===== config.mk =====
export PLATFORM = sky130hd
export DESIGN_NAME = usb_reg_responder_flat
export DESIGN_NICKNAME = d
export VERILOG_FILES = /design/src/rtl/usb_reg_responder_if.sv /design/src/rtl/usb_reg_responder.sv /design/src/flat_wrapper.sv
export SDC_FILE = /design/constraint.sdc
export NUM_CORES = 1
export LEC_CHECK = 0
export CORE_MARGIN = 8
export CORE_UTILIZATION = 42
export CTS_CLUSTER_SIZE = 28
export DETAILED_ROUTE_END_ITERATION = 8
export PLACE_DENSITY_LB_ADDON = 0.25
export SYNTH_ARGS = -nofsm -noshare
export SYNTH_HDL_FRONTEND = slang
export SYNTH_SLANG_ARGS = --single-unit

===== constraint.sdc =====
create_clock -name usb_clk -period 2.2 [get_ports usb_clk]
set_input_delay 0.33 -clock usb_clk [delete_from_list [all_inputs] [get_ports usb_clk]]
set_output_delay 0.33 -clock usb_clk [all_outputs]
set_load 0.05 [all_outputs]

===== src/rtl/usb_reg_responder_if.sv =====
// Bus bundle between the SAM3U parallel USB register bus, the responder and
// the register bank. The slave view belongs to the responder; the master view
// belongs to whatever plays host and register bank around it.
interface usb_reg_responder_if #(
  parameter int pADDR_WIDTH   = 21,
  parameter int pBYTECNT_SIZE = 7
);
  // host side of the parallel bus
  logic [pADDR_WIDTH-1:0]               usb_addr;
  logic [7:0]                           usb_din;
  logic                                 usb_rdn;
  logic                                 usb_wrn;
  logic                                 usb_cen;
  logic [7:0]                           usb_dout;
  logic                                 usb_dout_oe;
  // register bank side
  logic [pADDR_WIDTH-pBYTECNT_SIZE-1:0] reg_address;
  logic [pBYTECNT_SIZE-1:0]             reg_bytecnt;
  logic [7:0]                           reg_datao;
  logic [7:0]                           reg_datai;
  logic                                 reg_write;
  logic                                 reg_read;
  logic                                 reg_read_start;
  logic                                 proto_err;

  modport slave (
    input  usb_addr, usb_din, usb_rdn, usb_wrn, usb_cen, reg_datai,
    output usb_dout, usb_dout_oe, reg_address, reg_bytecnt, reg_datao,
           reg_write, reg_read, reg_read_start, proto_err
  );

  modport master (
    output usb_addr, usb_din, usb_rdn, usb_wrn, usb_cen, reg_datai,
    input  usb_dout, usb_dout_oe, reg_address, reg_bytecnt, reg_datao,
           reg_write, reg_read, reg_read_start, proto_err
  );
endinterface


===== src/rtl/usb_reg_responder.sv =====
// Target-side responder for the SAM3U parallel USB register bus.
// Registers the raw bus, detects cen edges, and turns them into a single
// write commit pulse or a read level/start pulse towards the register bank.
// Read data comes back on a registered output with its own output enable;
// the tristate itself lives at the top level.
module usb_reg_responder #(
  parameter int pADDR_WIDTH   = 21,
  parameter int pBYTECNT_SIZE = 7
) (
  input logic                usb_clk,
  input logic                reset_n,
  usb_reg_responder_if.slave bus
);

  logic [pADDR_WIDTH-1:0] addr_r;
  logic [7:0]             din_r;
  logic                   rdn_r;
  logic                   wrn_r;
  logic                   cen_r;
  logic                   cen_q;

  logic [7:0]             dout_r;
  logic                   oe_r;
  logic [7:0]             datao_r;
  logic                   write_r;
  logic                   err_r;
  // Remembers that the current cen-low window started as an illegal
  // rdn+wrn access, so its cen rise can never commit a write even if rdn
  // is released before cen.
  logic                   bad_access;

  logic                   read_level;
  logic                   cen_fall;
  logic                   cen_rise;
  logic                   illegal_start;
  logic                   write_commit;

  assign read_level    = ~rdn_r & ~cen_r & wrn_r;
  assign cen_fall      = ~cen_r & cen_q;
  assign cen_rise      = cen_r & ~cen_q;
  assign illegal_start = cen_fall & ~rdn_r & ~wrn_r;
  assign write_commit  = cen_rise & ~wrn_r & rdn_r & ~bad_access;

  // Input stage: sample the asynchronous-to-us bus every cycle. Strobes reset
  // high so a bus held low across reset release never looks like an edge.
  always_ff @(posedge usb_clk) begin
    if (!reset_n) begin
      addr_r <= '0;
      din_r  <= '0;
      rdn_r  <= 1'b1;
      wrn_r  <= 1'b1;
      cen_r  <= 1'b1;
      cen_q  <= 1'b1;
    end else begin
      addr_r <= bus.usb_addr;
      din_r  <= bus.usb_din;
      rdn_r  <= bus.usb_rdn;
      wrn_r  <= bus.usb_wrn;
      cen_r  <= bus.usb_cen;
      cen_q  <= cen_r;
    end
  end

  // Write commit on the cen rise and sticky protocol-error tracking.
  always_ff @(posedge usb_clk) begin
    if (!reset_n) begin
      write_r    <= 1'b0;
      datao_r    <= '0;
      err_r      <= 1'b0;
      bad_access <= 1'b0;
    end else begin
      write_r <= write_commit;
      if (write_commit) begin
        datao_r <= din_r;
      end
      if (illegal_start) begin
        err_r      <= 1'b1;
        bad_access <= 1'b1;
      end else if (cen_fall) begin
        bad_access <= 1'b0;
      end
    end
  end

  // Read return path: track the bank every read cycle, hold otherwise; the
  // enable trails reg_read by a cycle to give bus turnaround.
  always_ff @(posedge usb_clk) begin
    if (!reset_n) begin
      dout_r <= '0;
      oe_r   <= 1'b0;
    end else begin
      oe_r <= read_level;
      if (read_level) begin
        dout_r <= bus.reg_datai;
      end
    end
  end

  assign bus.reg_address    = addr_r[pADDR_WIDTH-1:pBYTECNT_SIZE];
  assign bus.reg_bytecnt    = addr_r[pBYTECNT_SIZE-1:0];
  assign bus.reg_datao      = datao_r;
  assign bus.reg_write      = write_r;
  assign bus.reg_read       = read_level;
  assign bus.reg_read_start = read_level & cen_q;
  assign bus.usb_dout       = dout_r;
  assign bus.usb_dout_oe    = oe_r;
  assign bus.proto_err      = err_r;

endmodule


===== src/flat_wrapper.sv =====
// flat-port wrapper written by rule: the top's interface ports become plain ports
module usb_reg_responder_flat 
#(
  parameter int pADDR_WIDTH   = 21,
  parameter int pBYTECNT_SIZE = 7
)
  (usb_clk, reset_n, bus_usb_addr, bus_usb_din, bus_usb_rdn, bus_usb_wrn, bus_usb_cen, bus_reg_datai, bus_usb_dout, bus_usb_dout_oe, bus_reg_address, bus_reg_bytecnt, bus_reg_datao, bus_reg_write, bus_reg_read, bus_reg_read_start, bus_proto_err);
  usb_reg_responder_if #(.pADDR_WIDTH(pADDR_WIDTH), .pBYTECNT_SIZE(pBYTECNT_SIZE)) bus_i ();
  input logic usb_clk;
  input logic reset_n;
  input wire logic [$bits(bus_i.usb_addr)-1:0] bus_usb_addr;
  input wire logic [$bits(bus_i.usb_din)-1:0] bus_usb_din;
  input wire logic [$bits(bus_i.usb_rdn)-1:0] bus_usb_rdn;
  input wire logic [$bits(bus_i.usb_wrn)-1:0] bus_usb_wrn;
  input wire logic [$bits(bus_i.usb_cen)-1:0] bus_usb_cen;
  input wire logic [$bits(bus_i.reg_datai)-1:0] bus_reg_datai;
  output wire logic [$bits(bus_i.usb_dout)-1:0] bus_usb_dout;
  output wire logic [$bits(bus_i.usb_dout_oe)-1:0] bus_usb_dout_oe;
  output wire logic [$bits(bus_i.reg_address)-1:0] bus_reg_address;
  output wire logic [$bits(bus_i.reg_bytecnt)-1:0] bus_reg_bytecnt;
  output wire logic [$bits(bus_i.reg_datao)-1:0] bus_reg_datao;
  output wire logic [$bits(bus_i.reg_write)-1:0] bus_reg_write;
  output wire logic [$bits(bus_i.reg_read)-1:0] bus_reg_read;
  output wire logic [$bits(bus_i.reg_read_start)-1:0] bus_reg_read_start;
  output wire logic [$bits(bus_i.proto_err)-1:0] bus_proto_err;
  assign bus_i.usb_addr = bus_usb_addr;
  assign bus_i.usb_din = bus_usb_din;
  assign bus_i.usb_rdn = bus_usb_rdn;
  assign bus_i.usb_wrn = bus_usb_wrn;
  assign bus_i.usb_cen = bus_usb_cen;
  assign bus_i.reg_datai = bus_reg_datai;
  assign bus_usb_dout = bus_i.usb_dout;
  assign bus_usb_dout_oe = bus_i.usb_dout_oe;
  assign bus_reg_address = bus_i.reg_address;
  assign bus_reg_bytecnt = bus_i.reg_bytecnt;
  assign bus_reg_datao = bus_i.reg_datao;
  assign bus_reg_write = bus_i.reg_write;
  assign bus_reg_read = bus_i.reg_read;
  assign bus_reg_read_start = bus_i.reg_read_start;
  assign bus_proto_err = bus_i.proto_err;
  usb_reg_responder #(.pADDR_WIDTH(pADDR_WIDTH), .pBYTECNT_SIZE(pBYTECNT_SIZE)) u_core (.usb_clk(usb_clk), .reset_n(reset_n), .bus(bus_i));
endmodule

==> metrics.txt, run 1 <==
Antenna Violating Nets Remaining=0; Clock transition at path regs=0.09 ns; crit-path leading delay family=buffers and inverters; antenna fix cells=0; worst path bufs/invs=1; Clock Skew=0.00505 ns; Final GP Congestion=0.652; Max Buffers Root-to-Sink=2; slowest stage cell on the critical path=clkdlybuf4s50_1; Root Buffer=clkbuf_8; status=finished, final reports clean; HP Class=reg -> reg; via count of the first global-routing pass=1248; Pint=0.00146 W; DRT Wirelength=3610 um; switching power=0.000431 W; Initial Utilization=42.6%; RSZ-0062 raised after global routing=no; clock share of power=32.6%; Worst Path Required=1.87 ns; share of cells above drive strength 1=6.93%; CP arrival=1.44 ns; met3 usage=8.80%; met1 Track Usage GR=12.0%; hold_buf cts=0; post-CTS setup buffers=0; Achievable Freq=565 MHz; gr ovfl total=0; # rows=23; Post-Place Cells=274; Die H=79.0 um; Syn Nets=189; min cycle time layout=1.77 ns; CTS tree=built; Worst path max stage delay=0.81 ns; largest net degree at the start of global routing=62; instance count of the mapped netlist=147; post-synthesis sequential element count=53; Crit Path Category=reg -> out; Slew Limit Fails=0; worst hold path startpoint=u_core.din_r[1]$_SDFF_PN0_; Slew Limit Headroom=59.4%; area of the mapped netlist=1670 um^2; worst-path fanout max=2; Avg WL per Cell=12.9 um; Power Density=706 nW/um^2; port buffer count=83; Worst Setup SP=u_core.bus.reg_datao[5]$_SDFFE_PN0P_; Post-CTS Resized=0; Setup TNS Final=0 ns; sequential area share after synthesis=63.7%; GRT busiest layer=met2; 1st-iter DRT viols=28; crit end category=output pin; grt met2 use=18.8%; Core Area=3910 um^2; die area=6240 um^2; Avg Vias per Cell=4.33; total clock sinks=53; Worst setup SP type=flip-flop; post-synthesis area per instance=11.3 um^2; final setup fails=0; Final Hold Viols=0; count of cell types in the netlist=17; Horiz. Die Dim=79.0 um; Slew @ Worst Pin=0.604 ns; vias after detailed routing=1217; combinational share of power=14.2%; non-filler instance count after layout=281; first-pass GRT wire length=5900 um; RR Startpoint=u_core.cen_r$_SDFF_PN1_; H-tree depth=2; worst-skew pair later-pin latency=0.29 ns; NumNets Final=273; Syn-to-layout area delta=60.7%; CTS buffer count=5; initial antenna violation count=0; Max Cap Viol=0; Flop pwr share=53.2%; Yosys Warn Count=0; router iterations before antenna repair=2; P_leak=1.00 nW; Total Power=0.00189 W; period utilisation layout=80.5%; I/O pins=84; Worst IR Drop VDD=0.361 mV; Sw Share=22.8%; DRC violations left=0; All-Layer GR Usage=12.0%; Cell Chain, Critical Path=clkdlybuf4s50_1
[placed cells by master (no fill, tap or decap), types with 3 or more instances in the layout]
cell / instances
and2_1: 31
nor2b_1: 8
dfxtp_1: 53
nand2b_1: 4
nand2_1: 17
buf_12: 3
clkbuf_8: 5
mux2i_1: 16
clkdlybuf4s50_1: 81
[final cells by class]
class,instances,area (um^2)
clock inverters,2,35.0
inverters,2,7.51
well taps,50,62.6
flip-flops and latches,53,1060
multi-input cells,83,557
clock buffers,5,68.8
fillers,329,1240
repair buffers,86,886
[cells in the mapped netlist (all sizes together)]
cell type,instances,area share (%)
or4,1,0.68
a21boi,2,0.90
nand2b,4,1.5
nand2,17,3.8
nor2b,8,3.0
clkbuf,5,1.1
inv,2,0.45
buf,4,1.7
and2,32,12
nor3b,1,0.75
o21ai,1,0.30
mux2i,16,9.6
dfxtp,53,64
nor4,1,0.38
[flip-flops by register name, summed over array words and instances, names as in the netlist]
signal / count
u_core.addr_r: 21
u_core.bad_access: 1
u_core.bus.proto_err: 1
u_core.bus.reg_datao: 8
u_core.bus.reg_write: 1
u_core.bus.usb_dout: 8
u_core.bus.usb_dout_oe: 1
u_core.cen_q: 1
u_core.cen_r: 1
u_core.din_r: 8
u_core.rdn_r: 1
u_core.wrn_r: 1
[logic make-up (layout without fill, tap and decap cells)]
family,after synthesis,count (layout),synth area share [%]
buf+inv,11,95,3.30
compound gates,3,3,1.20
mux,16,16,9.61
simple gates,64,64,22.2
flops,53,53,63.7
[per-layer routing]
| layer | vias up | wire length, um | share of wire [%] |
|---|---|---|---|
| met5 | - | 0 | 0 |
| met4 | 0 | 31 | 0.86 |
| met2 | 52 | 1670 | 46 |
| li1 | 621 | - | - |
| met3 | 4 | 556 | 15 |
| met1 | 540 | 1360 | 38 |
[power groups by stage]
stage,clock network (W),registers [W],logic (W)
5_1_grt,0.000678,0.00101,0.000284
2_1_floorplan,0,0.00111,0.0000505
3_5_place_dp,0,0.00103,0.000270
3_3_place_gp,0,0.00103,0.000268
6_report,0.000616,0.00101,0.000268
4_1_cts,0.000636,0.00101,0.000271
[metrics by stage]
| step | util (%) | instance area (um^2) | setup WS (ns) | hold slack, ns |
|---|---|---|---|---|
| after floorplan | - | 1670 | 0.733 | 0.424 |
| after global placement | 65.8 | 2570 | 0.732 | 0.426 |
| after detailed placement | 65.8 | 2570 | 0.694 | 0.433 |
| after CTS | 68.4 | 2680 | 0.405 | 0.446 |
| after global routing | 68.4 | 2680 | 0.344 | 0.458 |
| final | 68.4 | 2680 | 0.429 | 0.442 |
[worst paths after layout]
check                                              end  slack, ns  cells past startpoint
setup / recovery                      bus_reg_datao[5]       0.43                      1
hold reg to reg   u_core.bus.reg_datao[1]$_SDFFE_PN0P_       0.44                      2
setup reg to reg  u_core.bus.reg_datao[6]$_SDFFE_PN0P_       0.72                      4
hold / removal    u_core.bus.reg_datao[1]$_SDFFE_PN0P_       0.44                      2
Power figures use the tool's default switching activity.
==> inputs of run 2 (changes only) <==
--- a/config.mk
+++ b/config.mk
@@ -6,7 +6,7 @@
 export NUM_CORES = 1
 export LEC_CHECK = 0
 export CORE_MARGIN = 8
-export CORE_UTILIZATION = 42
+export CORE_UTILIZATION = 39
 export CTS_CLUSTER_SIZE = 28
 export DETAILED_ROUTE_END_ITERATION = 8
 export PLACE_DENSITY_LB_ADDON = 0.25
==> constraint.sdc (replaced) <==
create_clock -name usb_clk -period 1.77 [get_ports usb_clk]
set_input_delay 0.2655 -clock usb_clk [delete_from_list [all_inputs] [get_ports usb_clk]]
set_output_delay 0.2655 -clock usb_clk [all_outputs]
set_load 0.05 [all_outputs]
==> run 2 against run 1 <==
  * Register-to-register slack got worse by 0.17 ns
  * Final area fell by 0.56%
  * Total power increased by 27%
  * Sequential share of layout area is 0.22 points higher
  * Clock power increased by 32%
  * First-iteration DRC count increased by 43%
  * Combinational power is 23% higher
  * Largest cell class unchanged
==> metrics.txt, run 2 (synthesized netlist as in run 1, its figures left out) <==
status=finished, final reports clean; HP Class=reg -> reg; Slew Limit Headroom=65.0%; vias after detailed routing=1199; Cell Chain, Critical Path=clkdlybuf4s50_1; Final Hold Viols=0; most frequent cells in the layout=clkdlybuf4s50_1 (70), dfxtp_1 (53), and2_1 (31); Clock transition at path regs=0.09 ns; Root Buffer=clkbuf_8; die area=6620 um^2; CTS tree=built; Core Area=4060 um^2; Worst IR Drop VDD=0.683 mV; Largest Register=u_core.addr_r; max reg flops=21; final setup fails=0; placed instance area=2550 um^2; worst-skew pair later-pin latency=0.29 ns; Slew Limit Fails=0; DP Wirelength=2780 um; P_leak=1.03 nW; Avg Vias per Cell=4.25; most common cell after layout, fill and taps aside=clkdlybuf4s50_1; All-Layer GR Usage=11.1%; RSZ-0062 raised after global routing=no; crit end category=output pin; DRC violations left=0; Achievable Freq=582 MHz; via count of the first global-routing pass=1211; largest net degree at the start of global routing=62; 1st-iter DRT viols=40; Antenna Violating Nets Remaining=0; Clock Skew=0.00557 ns; router iterations before antenna repair=4; Avg WL per Cell=13.2 um; Slew @ Worst Pin=0.523 ns; # rows=23; Final GP Congestion=0.682; NumNets Final=273; hold_buf cts=0; Horiz. Die Dim=81.4 um; slowest stage cell on the critical path=clkdlybuf4s50_1; initial antenna violation count=0; period utilisation layout=97.0%; Die H=81.4 um; Worst setup SP type=flip-flop; Worst Path Required=1.50 ns; antenna fix cells=0; first-pass GRT wire length=5630 um; CP arrival=1.45 ns; total clock sinks=53; Power Density=900 nW/um^2; crit-path leading delay family=buffers and inverters; area of all placed cells without fillers=2660 um^2; Max Buffers Root-to-Sink=2; Syn-to-layout area delta=59.8%; H-tree depth=2; Post-CTS Resized=0; I/O pins=84; Crit Path Category=reg -> out; port buffer count=83; min cycle time layout=1.72 ns; Initial Utilization=41.1%; DRT Wirelength=3730 um; worst path bufs/invs=1; Max Cap Viol=0; Worst path max stage delay=0.81 ns; share of cells above drive strength 1=11.6%; CTS buffer count=5; post-CTS setup buffers=0; worst-path fanout max=2; gr ovfl total=0; Setup TNS Final=0 ns; Worst R2R Setup Slack=0.55 ns
[run 2: cell count changes in the layout (fill, tap and decap cells not counted)]
cell             delta
buf_4              +11
clkdlybuf4s50_1    -11
clkbuf_1            +1
clkbuf_8            +1
clkinv_2            -1
[run 2: per-stage QoR]
step | power (W) | worst slack [ns] | cells | hold slack (ns) | utilization [%]
2_1_floorplan | 0.00145 | 0.368 | 147 | 0.367 | -
3_3_place_gp | 0.00161 | 0.394 | 274 | 0.429 | 62.8
3_5_place_dp | 0.00161 | 0.374 | 274 | 0.436 | 62.8
4_1_cts | 0.00243 | 0.0429 | 282 | 0.451 | 65.6
5_1_grt | 0.00249 | 0.00283 | 282 | 0.474 | 65.6
6_report | 0.00240 | 0.0529 | 282 | 0.447 | 65.6
[run 2: metal layers]
metal / wire length [um] / track usage, % / share of wire, % / vias to the layer above
met3: 526 / 7.51 / 14 / 4
met1: 1490 / 11.5 / 40 / 513
met5: 0 / 0 / 0 / -
met2: 1670 / 17.3 / 45 / 54
li1: - / - / - / 628
met4: 42 / 4.29 / 1.1 / 0
[run 2: area by class of cell]
cell class / instances / area (um^2)
repair buffers: 86 / 858
clock buffers: 7 / 86.3
flip-flops and latches: 53 / 1060
clock inverters: 1 / 30.0
fillers: 334 / 1400
multi-input cells: 83 / 557
well taps: 50 / 62.6
inverters: 2 / 7.51
[run 2: final timing paths]
path,startpoint,endpoint,cells past startpoint
worst min-delay path,u_core.din_r[2]$_SDFF_PN0_,u_core.bus.reg_datao[2]$_SDFFE_PN0P_,2
worst max-delay path,u_core.bus.reg_datao[3]$_SDFFE_PN0P_,bus_reg_datao[3],1
worst max register to register,u_core.wrn_r$_SDFF_PN1_,u_core.bus.usb_dout[7]$_SDFFE_PN0P_,4
worst min register to register,u_core.din_r[2]$_SDFF_PN0_,u_core.bus.reg_datao[2]$_SDFFE_PN0P_,2
[run 2: power by group]
group | leakage, nW | switching, W | internal, W
sequential | 0.436 | 0.0000150 | 0.00124
combinational | 0.532 | 0.000167 | 0.000163
clock | 0.0585 | 0.000354 | 0.000461
